===== src/rtl/dap_pkg.sv =====
// Shared DAP worker definitions: status bytes and the worker state encoding.
package dap_pkg;
  localparam logic [7:0] DAP_OK    = 8'h00;
  localparam logic [7:0] DAP_ERROR = 8'hFF;

  typedef enum logic [1:0] {
    ST_RX   = 2'd0,
    ST_WAIT = 2'd1,
    ST_RESP = 2'd2,
    ST_DONE = 2'd3
  } dap_state_e;
endpackage


===== src/rtl/dap_delay_timer_if.sv =====
// Operand byte stream in, status byte stream out.
interface dap_delay_timer_if;
  logic       dap_in_tvalid;
  logic       dap_in_tready;
  logic [7:0] dap_in_tdata;
  logic       dap_out_tvalid;
  logic       dap_out_tready;
  logic [7:0] dap_out_tdata;

  modport master (
    output dap_in_tvalid, dap_in_tdata, dap_out_tready,
    input  dap_in_tready, dap_out_tvalid, dap_out_tdata
  );
  modport slave (
    input  dap_in_tvalid, dap_in_tdata, dap_out_tready,
    output dap_in_tready, dap_out_tvalid, dap_out_tdata
  );
endinterface


===== src/rtl/dap_us_prescaler.sv =====
// Divides hclk down to a one-cycle microsecond tick while run is high.
module dap_us_prescaler #(
  parameter int DIV = 60
) (
  input  logic hclk,
  input  logic rst,
  input  logic clr,
  input  logic run,
  output logic tick
);
  localparam int PW = (DIV > 1) ? $clog2(DIV) : 1;

  logic [PW-1:0] pre;

  // Combinational pulse so the decrement lands in the same cycle as the wrap.
  assign tick = run & (pre == PW'(DIV - 1));

  always_ff @(posedge hclk) begin
    if (rst || clr || !run) pre <= '0;
    else if (tick)          pre <= '0;
    else                    pre <= pre + 1'b1;
  end
endmodule


===== src/rtl/dap_delay_timer.sv =====
// DAP_Delay worker: assembles a little-endian delay operand, waits that many
// microsecond ticks, then returns one status byte.
module dap_delay_timer
  import dap_pkg::*;
#(
  parameter int                       DELAY_BYTES = 2,
  parameter int                       TICK_DIV    = 60,
  parameter logic [8*DELAY_BYTES-1:0] MAX_DELAY   = '1
) (
  input  logic               hclk,
  input  logic               rst,
  input  logic               en,
  input  logic               start,
  input  logic               us_tick,
  dap_delay_timer_if.slave   bus,
  output logic               done,
  output logic               busy
);
  localparam int         W    = 8 * DELAY_BYTES;
  localparam logic [2:0] LAST = 3'(DELAY_BYTES - 1);

  dap_state_e     state, state_d;
  logic [2:0]     idx, idx_d;
  logic [W-1:0]   count, count_d, asm;
  logic           err, err_d;
  logic           tvalid, tvalid_d;
  logic [7:0]     tdata, tdata_d;
  logic           abort, xfer, tick, pre_clr, over_max;

  assign abort             = rst | ~en | ~start;
  assign bus.dap_in_tready = en & start & (state == ST_RX);
  assign bus.dap_out_tvalid = tvalid;
  assign bus.dap_out_tdata  = tdata;
  assign busy              = (state == ST_WAIT);
  assign done              = (state == ST_DONE);
  assign xfer              = bus.dap_in_tvalid & bus.dap_in_tready;

  always_comb begin
    asm = count;
    for (int b = 0; b < DELAY_BYTES; b++)
      if (idx == 3'(b)) asm[8*b +: 8] = bus.dap_in_tdata;
  end

  // An all-ones limit can never be exceeded; skip the compare entirely.
  generate
    if (MAX_DELAY == '1) begin : g_nolimit
      assign over_max = 1'b0;
    end else begin : g_limit
      assign over_max = (asm > MAX_DELAY);
    end
  endgenerate

  generate
    if (TICK_DIV == 0) begin : g_ext_tick
      logic unused_clr;
      assign unused_clr = pre_clr;
      assign tick       = us_tick;
    end else begin : g_int_tick
      logic unused_tick;
      assign unused_tick = us_tick;
      dap_us_prescaler #(.DIV(TICK_DIV)) u_pre (
        .hclk (hclk),
        .rst  (abort),
        .clr  (pre_clr),
        .run  (state == ST_WAIT),
        .tick (tick)
      );
    end
  endgenerate

  always_comb begin
    state_d  = state;
    idx_d    = idx;
    count_d  = count;
    err_d    = err;
    tvalid_d = tvalid;
    tdata_d  = tdata;
    pre_clr  = 1'b0;
    case (state)
      ST_RX: if (xfer) begin
        count_d = asm;
        idx_d   = idx + 3'd1;
        if (idx == LAST) begin
          state_d = ST_WAIT;
          idx_d   = '0;
          err_d   = over_max;
          pre_clr = 1'b1;
        end
      end
      ST_WAIT: begin
        if (err) begin
          state_d  = ST_RESP;
          tvalid_d = 1'b1;
          tdata_d  = DAP_ERROR;
        end else if (count == '0) begin
          state_d  = ST_RESP;
          tvalid_d = 1'b1;
          tdata_d  = DAP_OK;
        end else if (tick) begin
          count_d = count - W'(1);
        end
      end
      ST_RESP: if (bus.dap_out_tready) begin
        state_d  = ST_DONE;
        tvalid_d = 1'b0;
      end
      default: ;
    endcase
    if (abort) begin
      state_d  = ST_RX;
      idx_d    = '0;
      count_d  = '0;
      err_d    = 1'b0;
      tvalid_d = 1'b0;
      tdata_d  = 8'h00;
    end
  end

  always_ff @(posedge hclk) begin
    state  <= state_d;
    idx    <= idx_d;
    count  <= count_d;
    err    <= err_d;
    tvalid <= tvalid_d;
    tdata  <= tdata_d;
  end
endmodule


===== src/flat_wrapper.sv =====
// flat-port wrapper written by rule: the top's interface ports become plain ports
module dap_delay_timer_flat import dap_pkg::*;
#(
  parameter int                       DELAY_BYTES = 2,
  parameter int                       TICK_DIV    = 60,
  parameter logic [8*DELAY_BYTES-1:0] MAX_DELAY   = '1
)
  (hclk, rst, en, start, us_tick, done, busy, bus_dap_in_tvalid, bus_dap_in_tdata, bus_dap_out_tready, bus_dap_in_tready, bus_dap_out_tvalid, bus_dap_out_tdata);
  dap_delay_timer_if bus_i ();
  input  logic hclk;
  input  logic rst;
  input  logic en;
  input  logic start;
  input  logic us_tick;
  output logic done;
  output logic busy;
  input wire logic [$bits(bus_i.dap_in_tvalid)-1:0] bus_dap_in_tvalid;
  input wire logic [$bits(bus_i.dap_in_tdata)-1:0] bus_dap_in_tdata;
  input wire logic [$bits(bus_i.dap_out_tready)-1:0] bus_dap_out_tready;
  output wire logic [$bits(bus_i.dap_in_tready)-1:0] bus_dap_in_tready;
  output wire logic [$bits(bus_i.dap_out_tvalid)-1:0] bus_dap_out_tvalid;
  output wire logic [$bits(bus_i.dap_out_tdata)-1:0] bus_dap_out_tdata;
  assign bus_i.dap_in_tvalid = bus_dap_in_tvalid;
  assign bus_i.dap_in_tdata = bus_dap_in_tdata;
  assign bus_i.dap_out_tready = bus_dap_out_tready;
  assign bus_dap_in_tready = bus_i.dap_in_tready;
  assign bus_dap_out_tvalid = bus_i.dap_out_tvalid;
  assign bus_dap_out_tdata = bus_i.dap_out_tdata;
  dap_delay_timer #(.DELAY_BYTES(DELAY_BYTES), .TICK_DIV(TICK_DIV), .MAX_DELAY(MAX_DELAY)) u_core (.hclk(hclk), .rst(rst), .en(en), .start(start), .us_tick(us_tick), .bus(bus_i), .done(done), .busy(busy));
endmodule

===== config.mk =====
export PLATFORM = sky130hd
export DESIGN_NAME = dap_delay_timer_flat
export DESIGN_NICKNAME = d
export VERILOG_FILES = /design/src/rtl/dap_pkg.sv /design/src/rtl/dap_delay_timer_if.sv /design/src/rtl/dap_us_prescaler.sv /design/src/rtl/dap_delay_timer.sv /design/src/flat_wrapper.sv
export SDC_FILE = /design/constraint.sdc
export NUM_CORES = 1
export LEC_CHECK = 0
export BUFFER_PORTS_ARGS = -buffer_cell sky130_fd_sc_hd__buf_2
export CAP_MARGIN = 0
export CORE_MARGIN = 2
export CORE_UTILIZATION = 44
export CTS_BUF_LIST = sky130_fd_sc_hd__clkbuf_4
export CTS_CLUSTER_SIZE = 10
export DETAILED_ROUTE_END_ITERATION = 10
export HOLD_SLACK_MARGIN = 0.06
export PLACE_DENSITY = 0.69
export SLEW_MARGIN = 15
export SYNTH_ARGS = -nofsm -noshare
export SYNTH_HDL_FRONTEND = slang
export SYNTH_SLANG_ARGS = --single-unit
export TNS_END_PERCENT = 5

===== constraint.sdc =====
create_clock -name hclk -period 2.26 [get_ports hclk]
set_clock_uncertainty 0.2 [all_clocks]
set_input_delay 0.339 -clock hclk [delete_from_list [all_inputs] [get_ports hclk]]
set_output_delay 0.339 -clock hclk [all_outputs]
set_load 0.1 [all_outputs]

Word-level counts from Yosys, hierarchy flattened
Cells that the tools add are included.
{ "totals": {"output_inout_bits": 12, "word_cells": 65, "ff_bits": 36} }
{ "classes": {"n_mux": 19, "eq_ne": 12, "n_reduce_logical": 16, "bitwise": 8, "n_addsub": 3} }
{ "ops": {"columns": ["operator", "n"], "rows": [
  ["16-bit 2-to-1 mux", 3],
  ["16-bit one-hot mux with 2 select lines", 1],
  ["8-bit 2-to-1 mux", 3],
  ["16-bit logical NOT", 1],
  ["16-bit by 1-bit subtractor with 16-bit output (second input constant)", 1],
  ["5-bit AND reduction", 3],
  ["2-bit 2-to-1 mux", 4],
  ["2-bit inequality test (second input constant)", 4],
  ["6-bit by 1-bit adder with 6-bit output (second input constant)", 1],
  ["6-bit equality test (second input constant)", 1],
  ["2-bit by 1-bit inequality test with 1-bit output (second input constant)", 3],
  ["2-bit one-hot mux with 3 select lines", 1],
  ["1-bit 2-to-1 mux", 5],
  ["1-bit bitwise AND", 4],
  ["2-bit equality test (second input constant)", 2],
  ["2-bit AND reduction", 2],
  ["2-bit nonzero test", 2],
  ["3-bit by 1-bit adder with 3-bit output (second input constant)", 1],
  ["3-bit by 1-bit equality test with 1-bit output (second input constant)", 1],
  ["3-bit logical NOT", 1],
  ["3-bit 2-to-1 mux", 1],
  ["3-bit AND reduction", 1],
  ["3-bit nonzero test", 1],
  ["2-bit by 1-bit equality test with 1-bit output (second input constant)", 1],
  ["7 further kinds", 10]
]} }

Longest topological paths before layout
{ "logic_depth": {"depth_word": 8, "ltp_mapped": 8, "depth_no_buf": 7} }

Hierarchy
A second synthesis with hierarchy kept.
{ "unflattened": {"cells_unflattened": 224, "hier_area_um2": 1824.2} }
{ "by_module_without_submodules": {"columns": ["mod", "area_per_inst_um2", "instances", "seq_area_each_um2", "cells_each"], "rows": [
  ["dap_delay_timer", 1579.0, 1, 440.4, 198],
  ["dap_us_prescaler", 245.2, 1, 120.1, 26]
]} }

Worst setup path before layout
Ideal clock, no wire load.
{ "synth_path": {"path_type": "register to register", "startpoint": "reg u_core.state[1]", "endpoint": "reg u_core.g_int_tick.u_pre.pre[2]", "n_path_buf": 3, "synth_period_minus_slack_ps": 2665, "slack_ps": -405, "setup_time_ps": 66, "stages_incl_launch_ff": 8, "arrival_time_ps": 2398, "cell_sequence": "dfxtp_1 inv_1 ha_1 buf_2 buf_2 buf_1 nand3_1 nor2_1"} }
{ "synth_between": {"elab_cells_between_ends": 11} }
{ "synth_rtl": {"columns": ["element", "line", "rtl"], "rows": [
  ["from (decl)", "dap_delay_timer.sv:22", "dap_state_e state, state_d;"],
  ["from (signal assigned)", "dap_delay_timer.sv:120", "state <= state_d;"],
  ["2-bit by 1-bit equality test with 1-bit output (*)", null, null],
  ["net busy", "flat_wrapper.sv:16", "output logic busy;"],
  ["1-bit logical NOT", "dap_us_prescaler.sv:19", "if (rst || clr || !run) pre <= '0;"],
  ["1-bit logical OR", "dap_us_prescaler.sv:19", null],
  ["2-bit OR reduction (no source line) (*)", null, null],
  ["to (signal assigned)", "dap_us_prescaler.sv:21", "else pre <= pre + 1'b1;"],
  ["to (decl)", "dap_us_prescaler.sv:13", "logic [PW-1:0] pre;"]
]} }
The timed path passes the listed nets; every way through them passes the cells marked *.
A chain may end at the register's enable or synchronous reset.

Worst setup path in the final report
{ "layout_path": {"startpoint": "reg u_core.state[1]", "endpoint": "reg u_core.count[8]"} }
{ "layout_between": {"elab_chain_cells": 5, "elab_cells_between_ends": 12} }
{ "layout_rtl": {"columns": ["element", "line", "rtl"], "rows": [
  ["2-bit logical NOT", "dap_delay_timer.sv:31, dap_delay_timer.sv:79", null],
  ["1-bit bitwise AND", "dap_delay_timer.sv:31", "assign bus.dap_in_tready = en & start & (state == ST_RX);"],
  ["1-bit bitwise AND", "dap_delay_timer.sv:36", "assign xfer = bus.dap_in_tvalid & bus.dap_in_tready;"],
  ["2-bit by 1-bit inequality test with 1-bit output (no source line)", null, null],
  ["5-bit AND reduction (no source line)", null, null],
  ["to (signal assigned)", "dap_delay_timer.sv:122", "count <= count_d;"],
  ["to (decl)", "dap_delay_timer.sv:24", "logic [W-1:0] count, count_d, asm;"]
]} }
Parallel ways exist; a longest one is shown, timed or not.

==> summary.md <==
The run finished with clean final reports. Routability-driven placement finished with a final weighted congestion of 0.849. For the number of hold-slack violations in the final timing report, the log shows 0. For the via count of the first global-routing pass, the log shows 1481.

In this run the power spent charging and discharging nets is 0.000265 W. The count of input and output buffers is 17, and the number of violations of the max-capacitance limit is 0. The number of ports placed on the die boundary was 27. The tightest min-delay check is of the in2reg type.

Of all nets on the critical path, the largest fanout is 4. For this configuration, the core starts out at a cell density of 45.3%. Category of the worst setup path launch point: a flop.

The sort of element at the end of the critical path was a flop. The floorplan core area is 3940 um^2, and the clock-pin slew reported for the worst setup and hold paths after clock tree synthesis is 0.15 ns. The tools report the remaining antenna violation count as 0.

The root buffer cell chosen for the clock tree is clkbuf_4. The first global-routing pass estimated 6.81 mm of wire. The deepest clock path buffer count is 2. Sequential cells burn 57.8% of the power. Setup repair after global routing could not meet its margin everywhere. The cell row count is 23, and the number of enable-type register cells in the synthesized netlist is 0.

Measured along the y axis, the die boundary spans 67.7 um. Timing would allow up to 451 MHz. For the final core area utilization, the log shows 52.1%.

The run gives 31.4% as the part of the Yosys area used for sequential elements. Number of levels in the clock H-tree: 1. The maximum cell stage delay along the critical path works out to 0.39 ns.

Fraction of final layout cells sized beyond drive strength 1: 21.9%. The clock network is responsible for 26.1% of the overall power. The cell count after synthesis came out at 216. Dividing the detail-routed via count by the number of cells gives 5.87. Counting instances, the worst hold path has a depth of 3. The minimum hold slack was 0.117 ns; the count of endpoints failing setup in the final report was 0. The final layout contains routed wiring with a total length of 4.17 mm. The minimum clock period after layout was 2.22 ns. For the combinational power share, the log shows 16.1%.

In this run the static leakage power is 0.743 nW. The worst-path cell with the longest stage delay was o41a_1. The floorplan die width works out to 67.7 um.

The floorplan step defined a die boundary enclosing 4580 um^2. In this run the mean area of a mapped cell was 8.26 um^2. Counting every sink on the clock net gives 28. The logs give 3 for the total CTS buffers and 24 for the largest net degree at the start of global routing. For the total via count in the routed design, the log shows 1714. The logic depth of the worst register-to-register path was 7. The net switching fraction of the power was 30.8%; the final global-route overflow total was 0. The repair_antennas step left the layout with diodes totalling 0.

Walking the worst path, the cells encountered are inv_1, ha_1, nand4_2, o41a_1, buf_4, o311ai_0, o21ai_0. The total power density per cell area came out at 418 nW/um^2. For the worst-skew pair, the clock arrives at the later sink with an insertion delay of 0.34 ns. The tools report the remaining design rule violation count as 0.

The initial antenna violation count was 0; the violation count after the first detailed-routing iteration was 81. The arrival time of the worst setup path was 2.25 ns; the half-perimeter wire length after placement was 3.05 mm. After synthesis the netlist holds a flip-flop and latch count of 28. The internal portion of the total power is 0.000595 W. The critical path is of the reg2reg type.

The length of the first detailed-routing pass in iterations was 4; the cell area after placement was 1990 um^2. In the final routed layout, each cell accounts on average for 14.3 um. The worst-case IR drop observed on VDD is 315 uV.

The yosys synthesis warning count was 0; the signed area change from the synthesized netlist to the final layout was 15.2%. TritonCTS built the clock tree. The mapped cell area is 1780 um^2. The dominant register cell in the synthesized netlist is dfxtp_1. The number of pins exceeding their max-slew limit in the final report was 0.

At the end of the flow, the number of nets in the layout was 264. Data on the critical path is required at its endpoint by 2.30 ns. The finished cells cover 2060 um^2.

The total routing usage reported by global routing came out at 19.3%. The final worst-path cycle share works out to 98.0%. Counting flops with an async set or reset pin after synthesis yields a share of 0%. Synthesis instantiated 49 different standard cells from the library.
==> cell type report <==
type	instances	area, um^2
Multi-Input combinational cell	169	1140
Clock inverter	1	3.75
Clock buffer	3	22.5
Inverter	8	30.0
Tap cell	50	62.6
Fill cell	396	1890
Sequential cell	28	562
Timing Repair Buffer	33	239
==> registers in the layout, summed over array words and instances, names as in the netlist <==
register and flops:
u_core.state 2, u_core.g_int_tick.u_pre.pre 6, u_core.bus.dap_out_tvalid 1, u_core.count 16, u_core.idx 3
==> cell families (layout without fill, tap and decap cells) <==
group,count (synthesis),count (layout),share of synthesized area [%]
mux,2,2,1.19
xor+xnor,6,6,2.95
fa+ha+maj,6,6,4.21
other cells,1,8,0.210
buf+inv,26,45,8.27
flops,28,28,31.4
simple gates,80,80,24.4
compound gates,67,67,27.4
==> placed cells by master, fill, tap and decap left out, types with 2 or more instances in the layout <==
cell and n:
o311ai_0 4, o41a_1 2, nor2_1 22, nor2b_1 9, nor3_1 6, nand4_2 2, o21ai_1 4, buf_12 2
xnor2_1 3, inv_1 8, and3_1 2, xor2_1 3, o21ai_0 8, nand3_1 6, o41ai_2 2, clkbuf_4 3
a31oi_1 6, dfxtp_1 27, o211ai_1 8, o31ai_1 5, a21oi_1 15, conb_1 8, buf_2 15, o311ai_1 2
nand2_1 16, a32o_1 2, o2111ai_1 2, nor4_1 4, nand4_1 2, or4_1 2, ha_1 4, buf_4 15
==> final timing paths <==
path / start / slack, ns / end
max: u_core.state[1] / 0.04 / u_core.count[8]
min: bus_dap_in_tdata[1] / 0.12 / u_core.count[9]
max reg2reg: u_core.state[1] / 0.04 / u_core.count[8]
min reg2reg: u_core.g_int_tick.u_pre.pre[0] / 0.26 / u_core.g_int_tick.u_pre.pre[0]
==> synth_stat cells, types with 3 or more instances <==
| cell | count | area (um^2) |
|---|---|---|
| dfxtp_1 | 28 | 561 |
| nor2_1 | 22 | 82.6 |
| nand2_1 | 16 | 60.1 |
| a21oi_1 | 15 | 75.1 |
| nor2b_1 | 9 | 56.3 |
| buf_4 | 8 | 60.1 |
| inv_1 | 8 | 30.0 |
| o211ai_1 | 8 | 60.1 |
| o21ai_0 | 8 | 40.0 |
| nand3_1 | 7 | 35.0 |
| nor3_1 | 7 | 35.0 |
| a31oi_1 | 6 | 37.5 |
| ha_1 | 6 | 75.1 |
| o311ai_0 | 5 | 43.8 |
| o31ai_1 | 5 | 37.5 |
| buf_2 | 4 | 20.0 |
| nor4_1 | 4 | 25.0 |
| o21ai_1 | 4 | 20.0 |
| clkbuf_1 | 3 | 11.3 |
| xnor2_1 | 3 | 26.3 |
| xor2_1 | 3 | 26.3 |
==> power groups by stage <==
stage	sequential [W]	combinational, W	clock (W)
6_report	0.000497	0.000139	0.000224
2_1_floorplan	0.000507	0.000116	0
3_5_place_dp	0.000508	0.000134	0
5_1_grt	0.000498	0.000147	0.000252
3_3_place_gp	0.000508	0.000134	0
4_1_cts	0.000497	0.000135	0.000228
==> through the flow <==
stage	TNS (ns)	instances	setup slack (ns)	power, W
global placement	0	287	0.127	0.000642
detailed placement	0	287	0.0930	0.000642
global route	-0.164	292	-0.0657	0.000897
finish	0	292	0.0448	0.000860
floorplan	0	223	0.110	0.000623
CTS	0	291	0.0542	0.000861
==> per-layer routing <==
metal,part of all wire [%],global-route usage [%],wire length [um]
met5,0,0,0
met4,1.4,6.89,60
met3,4.8,2.00,202
met2,48,31.6,1980
met1,46,26.2,1920
==> timing repair <==
item                                    4_1_cts  5_1_grt
hold endpoints to repair                      0        0
pin swaps                                     0        1
endpoints found under the setup margin        1       14
setup buffers                                 0        1
hold buffers                                  0        0
gates resized for setup                       1        7
==> critical path, delay by kind of cell, from the launching register on <==
family	cells	cell delay [ns]
DFF	1	0.37
AOI/OAI and AO/OA	3	0.86
adders and majority gates	1	0.22
buffers and inverters	2	0.28
and+or+nand+nor	1	0.17
Note: power is estimated with default switching activity, not from simulation.
